$ cat config.mk
export PLATFORM = sky130hd
export DESIGN_NAME = seq_stage_sequencer
export DESIGN_NICKNAME = d
export VERILOG_FILES = /design/src/rtl/y86_pkg.sv /design/src/rtl/seq_stage_sequencer_mem_wait_timer.sv /design/src/rtl/seq_stage_sequencer.sv
export SDC_FILE = /design/constraint.sdc
export NUM_CORES = 1
export LEC_CHECK = 0
export ABC_AREA = 1
export BUFFER_PORTS_ARGS = -buffer_cell sky130_fd_sc_hd__buf_2
export CORE_UTILIZATION = 50
export CTS_CLUSTER_DIAMETER = 50
export DETAILED_ROUTE_END_ITERATION = 12
export PLACE_DENSITY_LB_ADDON = 0.08
export SLEW_MARGIN = 20
export SYNTH_ARGS = -nofsm -noshare
export SYNTH_HDL_FRONTEND = slang
export SYNTH_SLANG_ARGS = --single-unit
$ cat constraint.sdc
create_clock -name clock -period 3.9 [get_ports clock]
set_input_delay 0.585 -clock clock [delete_from_list [all_inputs] [get_ports clock]]
set_output_delay 0.585 -clock clock [all_outputs]
set_load 0.02 [all_outputs]
$ cat src/rtl/y86_pkg.sv
// Shared Y86-64 definitions: instruction codes, status codes, sequencer states and icode classifiers.
package y86_pkg;

  localparam logic [3:0] IHALT   = 4'h0;
  localparam logic [3:0] INOP    = 4'h1;
  localparam logic [3:0] IRRMOVQ = 4'h2;
  localparam logic [3:0] IIRMOVQ = 4'h3;
  localparam logic [3:0] IRMMOVQ = 4'h4;
  localparam logic [3:0] IMRMOVQ = 4'h5;
  localparam logic [3:0] IOPQ    = 4'h6;
  localparam logic [3:0] IJXX    = 4'h7;
  localparam logic [3:0] ICALL   = 4'h8;
  localparam logic [3:0] IRET    = 4'h9;
  localparam logic [3:0] IPUSHQ  = 4'hA;
  localparam logic [3:0] IPOPQ   = 4'hB;
  localparam logic [3:0] IIADDQ  = 4'hC;

  localparam logic [2:0] SAOK = 3'd1;
  localparam logic [2:0] SHLT = 3'd2;
  localparam logic [2:0] SADR = 3'd3;
  localparam logic [2:0] SINS = 3'd4;

  typedef enum logic [2:0] {
    S_IDLE,
    S_FETCH,
    S_DECODE,
    S_EXECUTE,
    S_MEMORY,
    S_WRITEBACK,
    S_PCUPDATE,
    S_HALT
  } state_t;

  function automatic logic is_mem_icode(input logic [3:0] icode);
    return icode inside {IRMMOVQ, IMRMOVQ, ICALL, IRET, IPUSHQ, IPOPQ};
  endfunction

  function automatic logic is_write_icode(input logic [3:0] icode);
    return icode inside {IRMMOVQ, ICALL, IPUSHQ};
  endfunction

  function automatic logic is_valid_icode(input logic [3:0] icode);
    return icode <= IIADDQ;
  endfunction

endpackage

$ cat src/rtl/seq_stage_sequencer_mem_wait_timer.sv
// Memory wait timer shared by FETCH and MEMORY; sat flags the waiting cycle that
// would bring the count to all-ones, so an ack arriving in that same cycle still wins.
module mem_wait_timer #(
  parameter int W = 4
) (
  input  logic clock,
  input  logic reset,
  input  logic clear,
  input  logic count,
  output logic sat
);

  localparam logic [W-1:0] LAST = W'((2 ** W) - 2);

  logic [W-1:0] timer_q, timer_d;

  always_comb begin
    timer_d = timer_q;
    if (clear) begin
      timer_d = '0;
    end else if (count && (timer_q != '1)) begin
      timer_d = timer_q + 1'b1;
    end
  end

  always_ff @(posedge clock) begin
    if (reset) begin
      timer_q <= '0;
    end else begin
      timer_q <= timer_d;
    end
  end

  assign sat = count && (timer_q == LAST);

endmodule

$ cat src/rtl/seq_stage_sequencer.sv
// Multi-cycle stage sequencer for the Y86-64 SEQ datapath: one stage strobe per cycle,
// memory handshakes with a shared timeout, status and retired-instruction count.
module seq_stage_sequencer
  import y86_pkg::*;
#(
  parameter int TIMEOUT_W = 4,
  parameter int CNT_W     = 32
) (
  input  logic             clock,
  input  logic             reset,
  input  logic             start,
  input  logic [3:0]       icode_in,
  output logic             imem_req,
  input  logic             imem_ack,
  input  logic             imem_error,
  output logic             dmem_req,
  output logic             dmem_we,
  input  logic             dmem_ack,
  input  logic             dmem_error,
  output logic             decode_en,
  output logic             exec_en,
  output logic             cc_en,
  output logic             wb_en,
  output logic             pc_en,
  output logic [2:0]       stat,
  output logic             busy,
  output logic [CNT_W-1:0] instr_count
);

  state_t           state_q, state_d;
  logic [3:0]       icode_q, icode_d;
  logic [2:0]       stat_q, stat_d;
  logic [CNT_W-1:0] instr_count_q, instr_count_d;
  logic             waiting, mem_ack, tmr_sat;

  assign waiting = (state_q == S_FETCH) || (state_q == S_MEMORY);
  assign mem_ack = (state_q == S_FETCH) ? imem_ack : dmem_ack;

  mem_wait_timer #(.W(TIMEOUT_W)) u_timer (
    .clock (clock),
    .reset (reset),
    .clear (!waiting),
    .count (waiting && !mem_ack),
    .sat   (tmr_sat)
  );

  always_comb begin
    state_d       = state_q;
    icode_d       = icode_q;
    stat_d        = stat_q;
    instr_count_d = instr_count_q;
    imem_req      = 1'b0;
    dmem_req      = 1'b0;
    dmem_we       = 1'b0;
    decode_en     = 1'b0;
    exec_en       = 1'b0;
    cc_en         = 1'b0;
    wb_en         = 1'b0;
    pc_en         = 1'b0;
    busy          = !((state_q == S_IDLE) || (state_q == S_HALT));
    case (state_q)
      S_IDLE: if (start) state_d = S_FETCH;
      S_FETCH: begin
        imem_req = 1'b1;
        if (imem_ack) begin
          if (imem_error) begin
            stat_d  = SADR;
            state_d = S_HALT;
          end else begin
            icode_d = icode_in;
            if (!is_valid_icode(icode_in)) begin
              stat_d  = SINS;
              state_d = S_HALT;
            end else if (icode_in == IHALT) begin
              stat_d  = SHLT;
              state_d = S_HALT;
            end else begin
              state_d = S_DECODE;
            end
          end
        end else if (tmr_sat) begin
          stat_d  = SADR;
          state_d = S_HALT;
        end
      end
      S_DECODE: begin
        decode_en = 1'b1;
        state_d   = S_EXECUTE;
      end
      S_EXECUTE: begin
        exec_en = 1'b1;
        cc_en   = (icode_q == IOPQ);
        state_d = is_mem_icode(icode_q) ? S_MEMORY : S_WRITEBACK;
      end
      S_MEMORY: begin
        dmem_req = 1'b1;
        dmem_we  = is_write_icode(icode_q);
        if (dmem_ack) begin
          if (dmem_error) begin
            stat_d  = SADR;
            state_d = S_HALT;
          end else begin
            state_d = S_WRITEBACK;
          end
        end else if (tmr_sat) begin
          stat_d  = SADR;
          state_d = S_HALT;
        end
      end
      S_WRITEBACK: begin
        wb_en   = 1'b1;
        state_d = S_PCUPDATE;
      end
      S_PCUPDATE: begin
        pc_en         = 1'b1;
        instr_count_d = instr_count_q + 1'b1;
        state_d       = S_FETCH;
      end
      default: state_d = state_q;
    endcase
  end

  always_ff @(posedge clock) begin
    if (reset) begin
      state_q       <= S_IDLE;
      icode_q       <= IHALT;
      stat_q        <= SAOK;
      instr_count_q <= '0;
    end else begin
      state_q       <= state_d;
      icode_q       <= icode_d;
      stat_q        <= stat_d;
      instr_count_q <= instr_count_d;
    end
  end

  assign stat        = stat_q;
  assign instr_count = instr_count_q;

endmodule

==> results of run 1 <==
## cells in the mapped netlist
cell type  instances
a21oi_1           30
nand3_2            4
nor3b_1            2
o21bai_1           1
nor2_1            58
inv_2              9
nand3b_1           2
nor3_2             4
a31oi_1            2
clkbuf_1           4
nand2_2            6
nand3_1           26
or2_0              1
o21ai_1            6
a211oi_1           2
inv_1             57
nand4_2            1
o211ai_2           1
nor3_1            20
buf_2              1
nor3_4             2
nand2_1          122
buf_4              1
nor2_4             5
o21a_1             1
buf_1              1
nand3_4            2
xor2_1             4
nor2_2             5
nor4_1             1
nand4_1            4
dfxtp_1           46
o21ai_0           16
ha_1               4
## registers in the layout (all words and copies together) (netlist names)
signal	cells
instr_count	32
state_q	3
stat	3
icode_q	4
u_timer.timer_q	4
## routing by layer
| metal | GRT usage | routed length, µm | part of all wire | vias to the layer above |
|---|---|---|---|---|
| met1 | 0.361 | 3470 | 0.50 | 1287 |
| li1 | - | - | - | 1550 |
| met4 | 0.0792 | 96 | 0.014 | 0 |
| met2 | 0.364 | 2890 | 0.42 | 109 |
| met5 | 0 | 0 | 0 | - |
| met3 | 0.0376 | 440 | 0.064 | 11 |
## layout make-up
type,instances,area share
Multi-Input combinational cell,332,0.502
Sequential cell,46,0.279
Timing Repair Buffer,54,0.0818
Inverter,66,0.0750
Tap cell,72,0.0273
Clock buffer,5,0.0208
Clock inverter,3,0.0136
## worst paths after layout
kind	from	endpoint	slack, ns
min	icode_q[2]$_SDFFE_PP0P_	icode_q[2]$_SDFFE_PP0P_	0.49
max	state_q[1]$_SDFFE_PP0P_	pc_en	1.59
max reg2reg	state_q[1]$_SDFFE_PP0P_	instr_count[24]$_SDFFE_PP0P_	2.01
min reg2reg	icode_q[2]$_SDFFE_PP0P_	icode_q[2]$_SDFFE_PP0P_	0.49
## power breakdown
part	switching (mW)	internal, mW
clock	0.171	0.191
sequential	0.00802	0.478
combinational	0.0672	0.0328
total	0.247	0.702
## kinds of logic (layout without fill, tap and decap cells)
| family | after synthesis | after routing |
|---|---|---|
| xor+xnor | 4 | 4 |
| flops | 46 | 46 |
| simple gates | 265 | 265 |
| compound gates | 59 | 59 |
| buf+inv | 73 | 128 |
| fa+ha+maj | 4 | 4 |
## cell usage in the layout (no fill, tap or decap), types with 2 or more instances in the layout
cell type   instances
nor2_1             58
nand3_1            26
o21ai_1             6
nand2_1           122
xor2_1              4
inv_2               9
nor2_2              5
buf_2              54
nor3_1             20
nor3_4              2
nand2_2             6
clkinvlp_4          2
nand3b_1            2
dfxtp_1            46
nor3b_1             2
nand3_4             2
o21ai_0            16
a211oi_1            2
nand4_1             4
a21oi_1            30
nor2_4              5
ha_1                4
nand3_2             4
a31oi_1             2
clkbuf_8            5
inv_1              57
nor3_2              4
## through the flow
step,setup slack [ns],power (mW),instance area [µm²],cells
finish,1.59,0.948,3300,578
floorplan,1.86,0.569,2860,451
global placement,1.86,0.596,3190,570
global route,1.45,0.984,3300,578
detailed placement,1.82,0.597,3190,570
CTS,1.60,0.953,3300,578
## worst register-to-register path, delay by kind of cell (launching register included)
kind / cells / cell delay [ns]
and+or+nand+nor: 4 / 0.67
DFF: 1 / 0.53
buffers and inverters: 2 / 0.47
AOI/OAI and AO/OA: 1 / 0.12
==> impl_metrics.csv, run 1 <==
group,metric,value,unit
cts,cts_tree,"built",
cells_and_area,fill_cells,529,
pwr,power_density,287,nW/µm²
global_route,grtUsageTotal,0.246,
cts,root_buffer,"clkbuf_8",
synthesis,synth_area,2860,µm²
floorplan,die_x,77.6,µm
global_route,grt_pass1_vias,2571,
synthesis,synth_area_leaders,"dfxtp_1 32%, nand2_1 16%, nor2_1 7.6%, inv_1 7.5%, a21oi_1 5.3%",
sta,final_hold_viol_count,0,
worst_setup_path,cp.arrival,1.72,ns
cts,clock_sinks,46,
cells_and_area,n_antenna_cell,0,
global_route,grt_pass1_wl,11.8,mm
routing,drtAntennaViolNets,0,
cts,htreeDepth,2,
sta,period_share,0.591,
synthesis,synth-xor-area-share,0.0123,
worst_setup_path,reg2reg_depth,7,
worst_setup_path,slowest_stage,"dfxtp_1",
cells_and_area,final_util,0.600,
run,maxCapViolCount,0,
sta,timing.hold.ws,0.491,ns
cts,cts_buffers,5,
floorplan,die_y,77.6,µm
routing,drc_errors,0,
min_path,hold_path_depth,2,
sta,finalMaxSlewViolations,0,
sta,setup_viol,0,
cts,cts-resized-gates,0,
worst_setup_path,crit_cells,3,
cells_and_area,nNetsFinal,520,
floorplan,coreArea,5510,µm²
synthesis,synth_top_cell_by_area,"dfxtp_1",
worst_setup_path,cp-end-kind,"primary output",
cells_and_area,multi_input_area,1660,µm²
synthesis,synthAdderAreaFrac,0.0175,
routing,routedWlPerCell,11.9,µm
cts,holdBufCountCts,0,
cts,clock_latency,0.31,ns
routing,vias,2957,
global_route,overflow,0,
worst_setup_path,cp_num_buf_inv,2,
floorplan,fp-row-count,27,
min_path,hp-class,"reg -> reg",
worst_setup_path,worstPathMaxFanout,15,
worst_setup_path,required,3.31,ns
synthesis,ys_seq_area_frac,0.322,
placement,portBuffers,54,
sta,max_slew_margin,0.540,
cts,cts.path.max_buffers,2,
sta,finalCriticalPeriod,2.31,ns
synthesis,avgSynthCellArea,6.34,µm²
synthesis,synth_cell_type_count,34,
floorplan,die_area,6020,µm²
worst_setup_path,slowest_delay,0.53,ns
cts,post_cts_buffers,0,
synthesis,synth-simple-area-share,0.440,
cells_and_area,area_growth_syn_to_layout,15.5,%
outcome,outcome,"finished clean",
sta,rsz0062_at_grt,"false",
sta,fin_skew,0.00554,ns
sta,tightestPinTransition,0.689,ns
synthesis,synthesis.nets,466,
floorplan,io_pins,55,
sta,timing.fmax,434,MHz
synthesis,netlist_instances,451,
pwr,leakage,1.36,nW
cts,clk_pin_slew,0.09,ns
routing,drt_pre_antenna_iters,5,
synthesis,synthMuxAreaShare,0,
worst_setup_path,worstSetupPathType,"reg -> out",
synthesis,synth_top_family_by_area,"simple AND/OR/NAND/NOR gates",
synthesis,ys_seq_elements,46,
synthesis,ys_warn_count,0,
floorplan,start_util,0.519,
synthesis,synth_top_area_frac,0.322,
routing,via_per_inst,5.12,
cells_and_area,ff_latch_area,921,µm²
worst_setup_path,path_cells,"nand3_4, inv_1, buf_2",
placement,dp_hpwl,5.32,mm
cells_and_area,final_layout_size_suffix_gt1_frac,0.200,
pwr,max-vdd-ir-drop,0.000200,V
global_route,grt_max_degree,23,
routing,wirelength,6.90,mm
global_route,antenna_found_initial,0,
worst_setup_path,critPathTopFamily,"buffers and inverters",
synthesis,synth_compound_area_frac,0.110,
placement,routabilityCongestion,0.863,
routing,drt_iter0_markers,202,
sta,setup_tns,0,ns
worst_setup_path,worstSetupStartpointType,"register",
Power figures use the tool's default switching activity.
==> run 2, diff against run 1 <==
==> constraint.sdc (replaced) <==
create_clock -name clock -period 2.2 [get_ports clock]
set_input_delay 0.33 -clock clock [delete_from_list [all_inputs] [get_ports clock]]
set_output_delay 0.33 -clock clock [all_outputs]
set_load 0.02 [all_outputs]
==> run 2 against run 1 <==
  * Sequential cell count did not move
  * Sequential share of layout area fell by 0.16 points
  * Utilization is 0.34 points higher
  * Critical endpoint is now cc_en
  * Largest power group unchanged
  * Highest routed layer unchanged
==> impl_metrics.csv, run 2 (synthesis gave the netlist of run 1 again) <==
group,metric,value,unit
cells_and_area,fill_cells,567,
cts,cts_buffers,5,
cells_and_area,layout_commonest_cell,"nand2_1",
routing,drt_pre_antenna_iters,4,
sta,timing.hold.ws,0.282,ns
placement,routabilityCongestion,0.892,
placement,dp_hpwl,5.56,mm
global_route,grt_max_degree,22,
cts,cts-resized-gates,0,
worst_setup_path,cp.arrival,1.63,ns
floorplan,fp-row-count,27,
sta,finalCriticalPeriod,1.96,ns
cts,clock_sinks,46,
floorplan,die_y,77.6,µm
routing,vias,2916,
cells_and_area,final_layout_size_suffix_gt1_frac,0.204,
cells_and_area,nNetsFinal,523,
cts,holdBufCountCts,0,
cells_and_area,fin_cells,581,
worst_setup_path,required,1.87,ns
floorplan,start_util,0.519,
routing,drt_iter0_markers,239,
global_route,grt_pass1_vias,2607,
global_route,antenna_found_initial,0,
routing,drtAntennaViolNets,0,
placement,portBuffers,54,
cts,clk_pin_slew,0.08,ns
routing,via_per_inst,5.02,
sta,fin_skew,0.00796,ns
min_path,hp-class,"in -> reg",
sta,rsz0062_at_grt,"false",
routing,drc_errors,0,
worst_setup_path,rr_startpoint,"state_q[1]$_SDFFE_PP0P_",
routing,routedWlPerCell,12.2,µm
sta,period_share,0.892,
sta,timing.fmax,510,MHz
cts,htreeDepth,2,
cells_and_area,layout_common_cells,"122 x nand2_1, 58 x nor2_1, 57 x inv_1",
sta,setup_viol,0,
min_path,min_from,"icode_in[3]",
cts,cts.path.max_buffers,2,
cells_and_area,n_antenna_cell,0,
cts,post_cts_buffers,0,
cts,root_buffer,"clkbuf_8",
cts,clock_latency,0.30,ns
sta,setup_tns,0,ns
pwr,power,1.65,mW
worst_setup_path,worstSetupStartpointType,"register",
outcome,outcome,"finished clean",
worst_setup_path,crit_path_start,"state_q[1]$_SDFFE_PP0P_",
routing,wirelength,7.09,mm
sta,tightestPinTransition,0.490,ns
placement,place_inst,573,
cells_and_area,area_growth_syn_to_layout,16.1,%
worst_setup_path,cp-end-kind,"primary output",
sta,final_hold_viol_count,0,
sta,setup_ws,0.238,ns
floorplan,die_x,77.6,µm
cells_and_area,largest_register_ffs,32,
pwr,max-vdd-ir-drop,0.000324,V
worst_setup_path,worstSetupPathType,"reg -> out",
worst_setup_path,worstPathMaxFanout,9,
floorplan,coreArea,5510,µm²
worst_setup_path,regToRegSetupSlack,0.47,ns
run,maxCapViolCount,0,
pwr,leakage,1.38,nW
floorplan,io_pins,55,
global_route,grtUsageTotal,0.251,
pwr,power_density,496,nW/µm²
global_route,grt_pass1_wl,12.1,mm
global_route,overflow,0,
floorplan,die_area,6020,µm²
sta,max_slew_margin,0.671,
sta,finalMaxSlewViolations,0,
cts,cts_tree,"built",
placement,dp_slack,0.477,ns
-- run 2: changes by cell type in the layout (fill, tap and decap cells not counted) --
| cell | delta |
|---|---|
| buf_4 | +3 |
| clkinvlp_4 | -2 |
| bufinv_16 | -1 |
| clkbuf_8 | +3 |
-- run 2: cell type report --
| cell class | instances | area (µm²) | area share |
|---|---|---|---|
| Inverter | 66 | 248 | 0.0746 |
| Tap cell | 72 | 90.1 | 0.0271 |
| Multi-Input combinational cell | 332 | 1660 | 0.500 |
| Timing Repair Buffer | 57 | 293 | 0.0882 |
| Sequential cell | 46 | 921 | 0.277 |
| Clock buffer | 8 | 110 | 0.0332 |
-- run 2: path summary, 6_finish.rpt --
| check | to | depth (start not counted) |
|---|---|---|
| setup / recovery | cc_en | 5 |
| setup reg to reg | instr_count[19]$_SDFFE_PP0P_ | 9 |
| hold reg to reg | icode_q[2]$_SDFFE_PP0P_ | 2 |
| hold / removal | icode_q[3]$_SDFFE_PP0P_ | 3 |
-- run 2: metrics by stage --
stage	cell area [µm²]	utilization
2_1_floorplan	2860	-
3_3_place_gp	3210	0.583
3_5_place_dp	3210	0.583
4_1_cts	3320	0.603
5_1_grt	3320	0.603
6_report	3320	0.603
-- run 2: per-layer routing --
metal | GRT usage | up-vias | part of all wire
met1 | 0.373 | 1296 | 0.53
met4 | 0.0585 | 0 | 0.0089
li1 | - | 1551 | -
met5 | 0 | - | 0
met2 | 0.374 | 62 | 0.42
met3 | 0.0412 | 7 | 0.045
-- run 2: worst max-delay path: stages (launching register included) --
cell and delay [ns]:
dfxtp_1 0.55, nand2_1 0.12, nor2_1 0.25, nand2_1 0.09, nor3_1 0.14, buf_2 0.19
-- run 2: where the power goes --
group / total (mW) / internal, mW / switching [mW]
registers: 0.862 / 0.848 / 0.0139
logic: 0.183 / 0.0605 / 0.122
clock network: 0.603 / 0.318 / 0.285
